===== src/rtl/adpcm_b_requester.sv =====
// YM2610-side ADPCM-B fetch requester: PMPX address strobe, nybble-lane address mux, byte capture.
// Optional protocol checker enabled by defining ADPCM_B_REQUESTER_CHECK_EN.
module adpcm_b_requester #(
    parameter int unsigned PMPX_HIGH_CYCLES = 4,
    parameter int unsigned MUX_LATENCY      = 2,
    parameter int unsigned TIMEOUT_CYCLES   = 64
) (
    input  logic        clk,
    input  logic        reset,
    input  logic        req_valid,
    input  logic [23:0] req_addr,
    output logic        req_ready,
    output logic        pmpx,
    output logic        pmpx_rose,
    output logic        pmpx_fell,
    input  logic [2:0]  mux_sel,
    input  logic        mux_oe_n,
    output logic [3:0]  ym_io,
    input  logic [3:0]  pcm_nybble,
    input  logic        ym_io_en,
    input  logic        pcm_load,
    output logic        rsp_valid,
    output logic [7:0]  rsp_data,
    output logic        rsp_timeout,
    output logic        busy,
    output logic        proto_error
);

    typedef enum logic [1:0] {StIdle, StPhaseA, StPhaseB, StResp} state_e;

    state_e      state_q, state_d;
    logic [23:0] addr_q, addr_d;
    logic [3:0]  phase_cnt_q, phase_cnt_d;
    logic [7:0]  tmo_cnt_q, tmo_cnt_d;
    logic        first_q, first_d;
    logic [3:0]  lo_q, lo_d;
    logic [3:0]  hi_q, hi_d;
    logic        timed_out_q, timed_out_d;
    logic [3:0]  pipe_q [MUX_LATENCY];
    logic [3:0]  pipe_d [MUX_LATENCY];
    logic [3:0]  lane;

    logic in_a, in_b;
    assign in_a = (state_q == StPhaseA);
    assign in_b = (state_q == StPhaseB);

    always_comb begin
        state_d     = state_q;
        addr_d      = addr_q;
        phase_cnt_d = phase_cnt_q;
        tmo_cnt_d   = tmo_cnt_q;
        first_d     = 1'b0;
        lo_d        = lo_q;
        hi_d        = hi_q;
        timed_out_d = timed_out_q;
        case (state_q)
            StIdle: begin
                if (req_valid) begin
                    state_d     = StPhaseA;
                    addr_d      = req_addr;
                    phase_cnt_d = 4'd0;
                    tmo_cnt_d   = 8'd0;
                    first_d     = 1'b1;
                    lo_d        = 4'd0;
                    hi_d        = 4'd0;
                    timed_out_d = 1'b0;
                end
            end
            StPhaseA: begin
                tmo_cnt_d = tmo_cnt_q + 8'd1;
                if (phase_cnt_q == 4'(PMPX_HIGH_CYCLES - 1)) begin
                    state_d = StPhaseB;
                    first_d = 1'b1;
                end else begin
                    phase_cnt_d = phase_cnt_q + 4'd1;
                end
            end
            StPhaseB: begin
                tmo_cnt_d = tmo_cnt_q + 8'd1;
                if (ym_io_en && mux_sel == 3'b101) lo_d = pcm_nybble;
                // Data capture takes priority over a coincident timeout expiry.
                if (ym_io_en && pcm_load) begin
                    hi_d    = pcm_nybble;
                    state_d = StResp;
                end else if (tmo_cnt_q == 8'(TIMEOUT_CYCLES - 1)) begin
                    state_d     = StResp;
                    timed_out_d = 1'b1;
                    lo_d        = 4'd0;
                    hi_d        = 4'd0;
                end
            end
            StResp: state_d = StIdle;
            default: state_d = StIdle;
        endcase
    end

    always_comb begin
        lane = 4'd0;
        if (!mux_oe_n && (in_a || in_b)) begin
            case (mux_sel)
                3'b010:  lane = in_b ? addr_q[15:12] : addr_q[3:0];
                3'b110:  lane = in_b ? addr_q[19:16] : addr_q[7:4];
                3'b011:  lane = in_b ? addr_q[23:20] : addr_q[11:8];
                default: lane = 4'd0;
            endcase
        end
        pipe_d[0] = lane;
        for (int i = 1; i < int'(MUX_LATENCY); i++) pipe_d[i] = pipe_q[i-1];
    end

    always_ff @(posedge clk or posedge reset) begin
        if (reset) begin
            state_q     <= StIdle;
            addr_q      <= 24'd0;
            phase_cnt_q <= 4'd0;
            tmo_cnt_q   <= 8'd0;
            first_q     <= 1'b0;
            lo_q        <= 4'd0;
            hi_q        <= 4'd0;
            timed_out_q <= 1'b0;
            for (int i = 0; i < int'(MUX_LATENCY); i++) pipe_q[i] <= 4'd0;
        end else begin
            state_q     <= state_d;
            addr_q      <= addr_d;
            phase_cnt_q <= phase_cnt_d;
            tmo_cnt_q   <= tmo_cnt_d;
            first_q     <= first_d;
            lo_q        <= lo_d;
            hi_q        <= hi_d;
            timed_out_q <= timed_out_d;
            for (int i = 0; i < int'(MUX_LATENCY); i++) pipe_q[i] <= pipe_d[i];
        end
    end

    assign req_ready   = (state_q == StIdle);
    assign busy        = !req_ready;
    assign pmpx        = in_a;
    assign pmpx_rose   = in_a && first_q;
    assign pmpx_fell   = in_b && first_q;
    assign rsp_valid   = (state_q == StResp);
    assign rsp_timeout = rsp_valid && timed_out_q;
    assign rsp_data    = rsp_valid ? {hi_q, lo_q} : 8'h00;
    assign ym_io       = pipe_q[MUX_LATENCY-1];

`ifdef ADPCM_B_REQUESTER_CHECK_EN
    logic proto_error_q, proto_error_d;

    always_comb begin
        proto_error_d = proto_error_q;
        if ((ym_io_en && in_a) || (ym_io_en && !mux_oe_n) || (pcm_load && !in_b)) begin
            proto_error_d = 1'b1;
        end
    end

    always_ff @(posedge clk or posedge reset) begin
        if (reset) proto_error_q <= 1'b0;
        else       proto_error_q <= proto_error_d;
    end

    assign proto_error = proto_error_q;
`else
    assign proto_error = 1'b0;
`endif

endmodule


===== config.mk =====
export PLATFORM = sky130hd
export DESIGN_NAME = adpcm_b_requester
export DESIGN_NICKNAME = d
export VERILOG_FILES = /design/src/rtl/adpcm_b_requester.sv
export SDC_FILE = /design/constraint.sdc
export NUM_CORES = 1
export LEC_CHECK = 0
export CORE_MARGIN = 5
export CORE_UTILIZATION = 46
export CTS_CLUSTER_SIZE = 40
export DETAILED_ROUTE_END_ITERATION = 7
export HOLD_SLACK_MARGIN = 0.12
export PLACE_DENSITY = 0.76
export SLEW_MARGIN = 10
export SYNTH_ARGS = -nofsm -noshare
export SYNTH_HDL_FRONTEND = slang
export SYNTH_SLANG_ARGS = --single-unit

===== constraint.sdc =====
create_clock -name clk -period 1.7 [get_ports clk]
set_input_delay 0.34 -clock clk [delete_from_list [all_inputs] [get_ports clk]]
set_output_delay 0.34 -clock clk [all_outputs]
set_load 0.02 [all_outputs]

==> impl_summary.md <==
Yosys
Yosys printed 0 warnings. After synthesis, flip-flops and latches occupy 52.8% of the total area. For this run, the leading register cell type out of synthesis is dfrtp_1. Synthesis instantiated 41 different standard cells from the library. The average size of a mapped cell is 11.7 um2. The share of async-settable or async-resettable flops after synthesis is 100%.

Synthesis produced a netlist with a net count of 270. The gate count of the mapped netlist is 227. The number of enable-type register cells in the synthesized netlist is 0.

Synthesis inferred 56 register bits. Summing every instance area after synthesis gives 2650 um2.

Die
The effective utilization at floorplan is 47.9%. In this run the horizontal extent of the chip is 86.0 um. The core region area is 5540 um2.

The number of placement rows is 27. The die span in y is 86.0 um. 57 I/O pins were placed.

The die area is 7390 um2.

Clocking
The clock transition at the registers of the reported paths is 0.10 ns. In this run the number of H-tree levels came out at 2. The number of clock sinks seen by CTS is 56. The later pin in the worst-skew pair is clocked with a latency of 0.31 ns. The clock tree root buffer cell is clkbuf_8. The number of CTS-inserted buffers is 5. Counting along the longest clock path gives a buffer depth of 2. The TritonCTS clock tree is done.

Critical path
On the worst path, the slowest cell contributes a delay of 0.39 ns. Counting both buffers and inverters, the worst setup path holds a total of 3. At the worst endpoint, the arrival time is 1.90 ns.

The worst register-to-register path ends at lo_q[0]. The worst-path maximum fanout is 5. The launching element type of the critical path is a flip-flop. The reg-to-reg setup timing slack is -0.006 ns. Counting buffers and inverters, the worst setup path is 8 cells deep. The critical path goes through inv_2, buf_6, ha_4, mux2i_4, nor4b_4, buf_4, mux2i_1, nor2_1. STA classifies the critical path endpoint as a flip-flop. The critical path capture point is lo_q[0]. The number of cells traversed by the worst register-to-register path is 8. Among all stages on the critical path, the largest delay is contributed by dfrtp_1. In this design, the largest share of critical-path delay is due to multiplexers.

In this run the critical register-to-register path is launched from state_q[0]. STA puts the critical path data required time at 1.90 ns. The most critical setup path has its startpoint at state_q[0].

The worst setup path is of the flip-flop to flip-flop kind.

Drt
Summing over every cut layer, the via total after detailed routing is 2073. The count of nets left with antenna violations after detail routing is 0. The number of search-and-repair iterations in the first detailed-routing pass is 4. The number of remaining DRC errors is 0. The count of routing violations after the opening detailed-route iteration is 85. The via density per instance is 5.34. For this block, the routed nets add up to 5.91 mm of wire.

In the final routed layout, each cell accounts on average for 15.2 um.

Finish
The final non-filler cell area is 3660 um2. The layout has 444 filler cells. Leaving out fill and tap cells, the most frequent cell in the layout is dfrtp_1. For this run, the post-layout net count is 358. The number of antenna diodes in the final layout is 0.

The area growth from synthesis to layout is 37.8%. The total area of sequential cells is 1400 um2. The share of cells above drive strength 1 is 31.0%. The area of the multi-input gates is 1240 um2. In the layout the commonest cells are dfrtp_1, clkdlybuf4s50_1, buf_4.

Global route
The initial antenna violation count is 0. In the global route stage, overall resource usage came out at 16.5%. The global-route wire length before repair is 9.80 mm. Entering global routing, the biggest net connects 57 pins. The total overflow reported by the global router is 0.

The number of global-route vias before repair came to 2152.

Flow run
The reported max-cap violation count is 0.

Placed design
At the end of routability-driven placement, the weighted congestion stood at 0.817. Prior to clock tree synthesis, the placed netlist has a worst setup slack of -0.230 ns. Detailed placement ended at an HPWL of 4.55 mm. The cell area reported after detailed placement is 3530 um2. Input and output buffers added on the ports amount to 55.

STA
The worst setup slack after layout is -0.00580 ns. The final hold violation count was 0. Derived from the worst setup path, the maximum achievable clock frequency is 0.586 GHz.

Setup repair after global routing could not meet its margin everywhere. The total count of max-transition violations in the final report is 0. The worst hold slack is 0.357 ns.

The minimum clock period after layout is 1.71 ns. The number of endpoints failing setup at the final stage is 4. The accumulated negative setup slack is -0.0153 ns.

In the finished design, the share of the clock period the worst path needs comes to 100%. On the final layout, the worst clock skew is 0.0115 ns.

Power and ir drop
The total leakage power is 1.64 nW. The maximum ir drop on the vdd rail is 0.697 mV. The completed layout was analyzed and its total power is 5.38 mW. For this design the ratio of total power to cell area is 1470 nW/um2.

Outcome
The flow ran to the end, but the final reports show violations. The final reports fail on negative setup slack.

Worst hold path
The startpoint identified for the worst hold timing path is pipe_d[2]. The classification of the worst-slack hold path is flip-flop to flip-flop.
-- cell type report --
class / count / share of cell area [%]
Sequential cell: 56 / 38.4
Timing Repair Buffer: 89 / 21.7
Tap cell: 72 / 2.46
Multi-Input combinational cell: 155 / 34.0
Inverter: 8 / 0.992
Clock inverter: 3 / 0.650
Clock buffer: 5 / 1.88
-- stage by stage --
step | util [%] | instances
after floorplan | - | 227
after global placement | 63.8 | 377
after detailed placement | 63.8 | 377
after CTS | 65.3 | 387
after global routing | 66.0 | 388
final | 66.0 | 388
-- sequential cells by signal, summed over array words and instances (netlist names) --
| signal | count |
|---|---|
| pipe_d | 4 |
| addr_q | 24 |
| hi_q | 4 |
| first_q | 1 |
| ym_io | 4 |
| timed_out_q | 1 |
| state_q | 2 |
| tmo_cnt_q | 8 |
| phase_cnt_q | 4 |
| lo_q | 4 |
-- cell usage after synthesis, types with 3 or more instances --
library cell	n	area share, %
dfrtp_1	56	53
mux2_2	25	11
nand2_1	16	2.3
a22o_1	13	4.3
nor2_1	13	1.8
and2_1	11	2.6
mux2i_1	10	3.8
o21ai_0	9	1.7
inv_1	8	1.1
ha_1	6	2.8
a21oi_1	5	0.94
nand3_1	5	0.94
nor3_1	5	0.94
a211oi_1	4	1.1
buf_2	4	0.75
nor3b_1	4	1.1
nor2b_1	3	0.71
-- cell families (layout without fill, tap and decap cells) --
| logic type | Yosys count | after routing | share of synthesized area (%) |
|---|---|---|---|
| flip-flops | 56 | 56 | 52.8 |
| adder cells (fa/ha/maj) | 6 | 6 | 2.83 |
| AO/OA/AOI/OAI | 43 | 43 | 12.2 |
| other | 1 | 1 | 0.141 |
| AND/OR/NAND/NOR | 67 | 67 | 13.7 |
| multiplexers | 36 | 36 | 14.9 |
| XOR/XNOR | 2 | 2 | 0.660 |
| buffers and inverters | 16 | 105 | 2.78 |
-- where the power goes --
part / internal [mW] / leakage [nW] / switching [mW]
clock network: 0.293 / 0.0404 / 0.448
logic: 1.36 / 0.890 / 1.17
registers: 1.81 / 0.715 / 0.297
-- worst reg2reg max path: stages, from the launching register on --
cell and delay (ns):
dfrtp_1 0.39, inv_2 0.06, buf_6 0.12, ha_4 0.18, mux2i_4 0.20, nor4b_4 0.21
buf_4 0.19, mux2i_1 0.21, nor2_1 0.06
-- routing by layer --
layer,wire length [um],up-vias,part of all wire (%),global-route usage [%]
met3,419,6,7.1,4.23
met1,2570,1006,43,20.4
met4,51,0,0.86,5.32
met2,2870,65,49,28.1
li1,-,996,-,-
met5,0,-,0,0
-- repair_timing --
action	4_1_cts	5_1_grt
gates resized for setup	68	14
hold endpoints to repair	0	0
setup buffers	2	1
hold buffers	0	0
pin swaps	3	1
setup endpoints to repair	23	32
-- worst min path at each step --
stage	slack (ns)	to	cells past startpoint
finish	0.36	ym_io[2]	0
global route	0.36	ym_io[1]	0
CTS	0.36	ym_io[1]	0
detailed placement	0.33	ym_io[1]	0
global placement	0.33	ym_io[0]	0
floorplan	0.33	ym_io[0]	0
No activity file was read; power rests on OpenSTA's default activity.
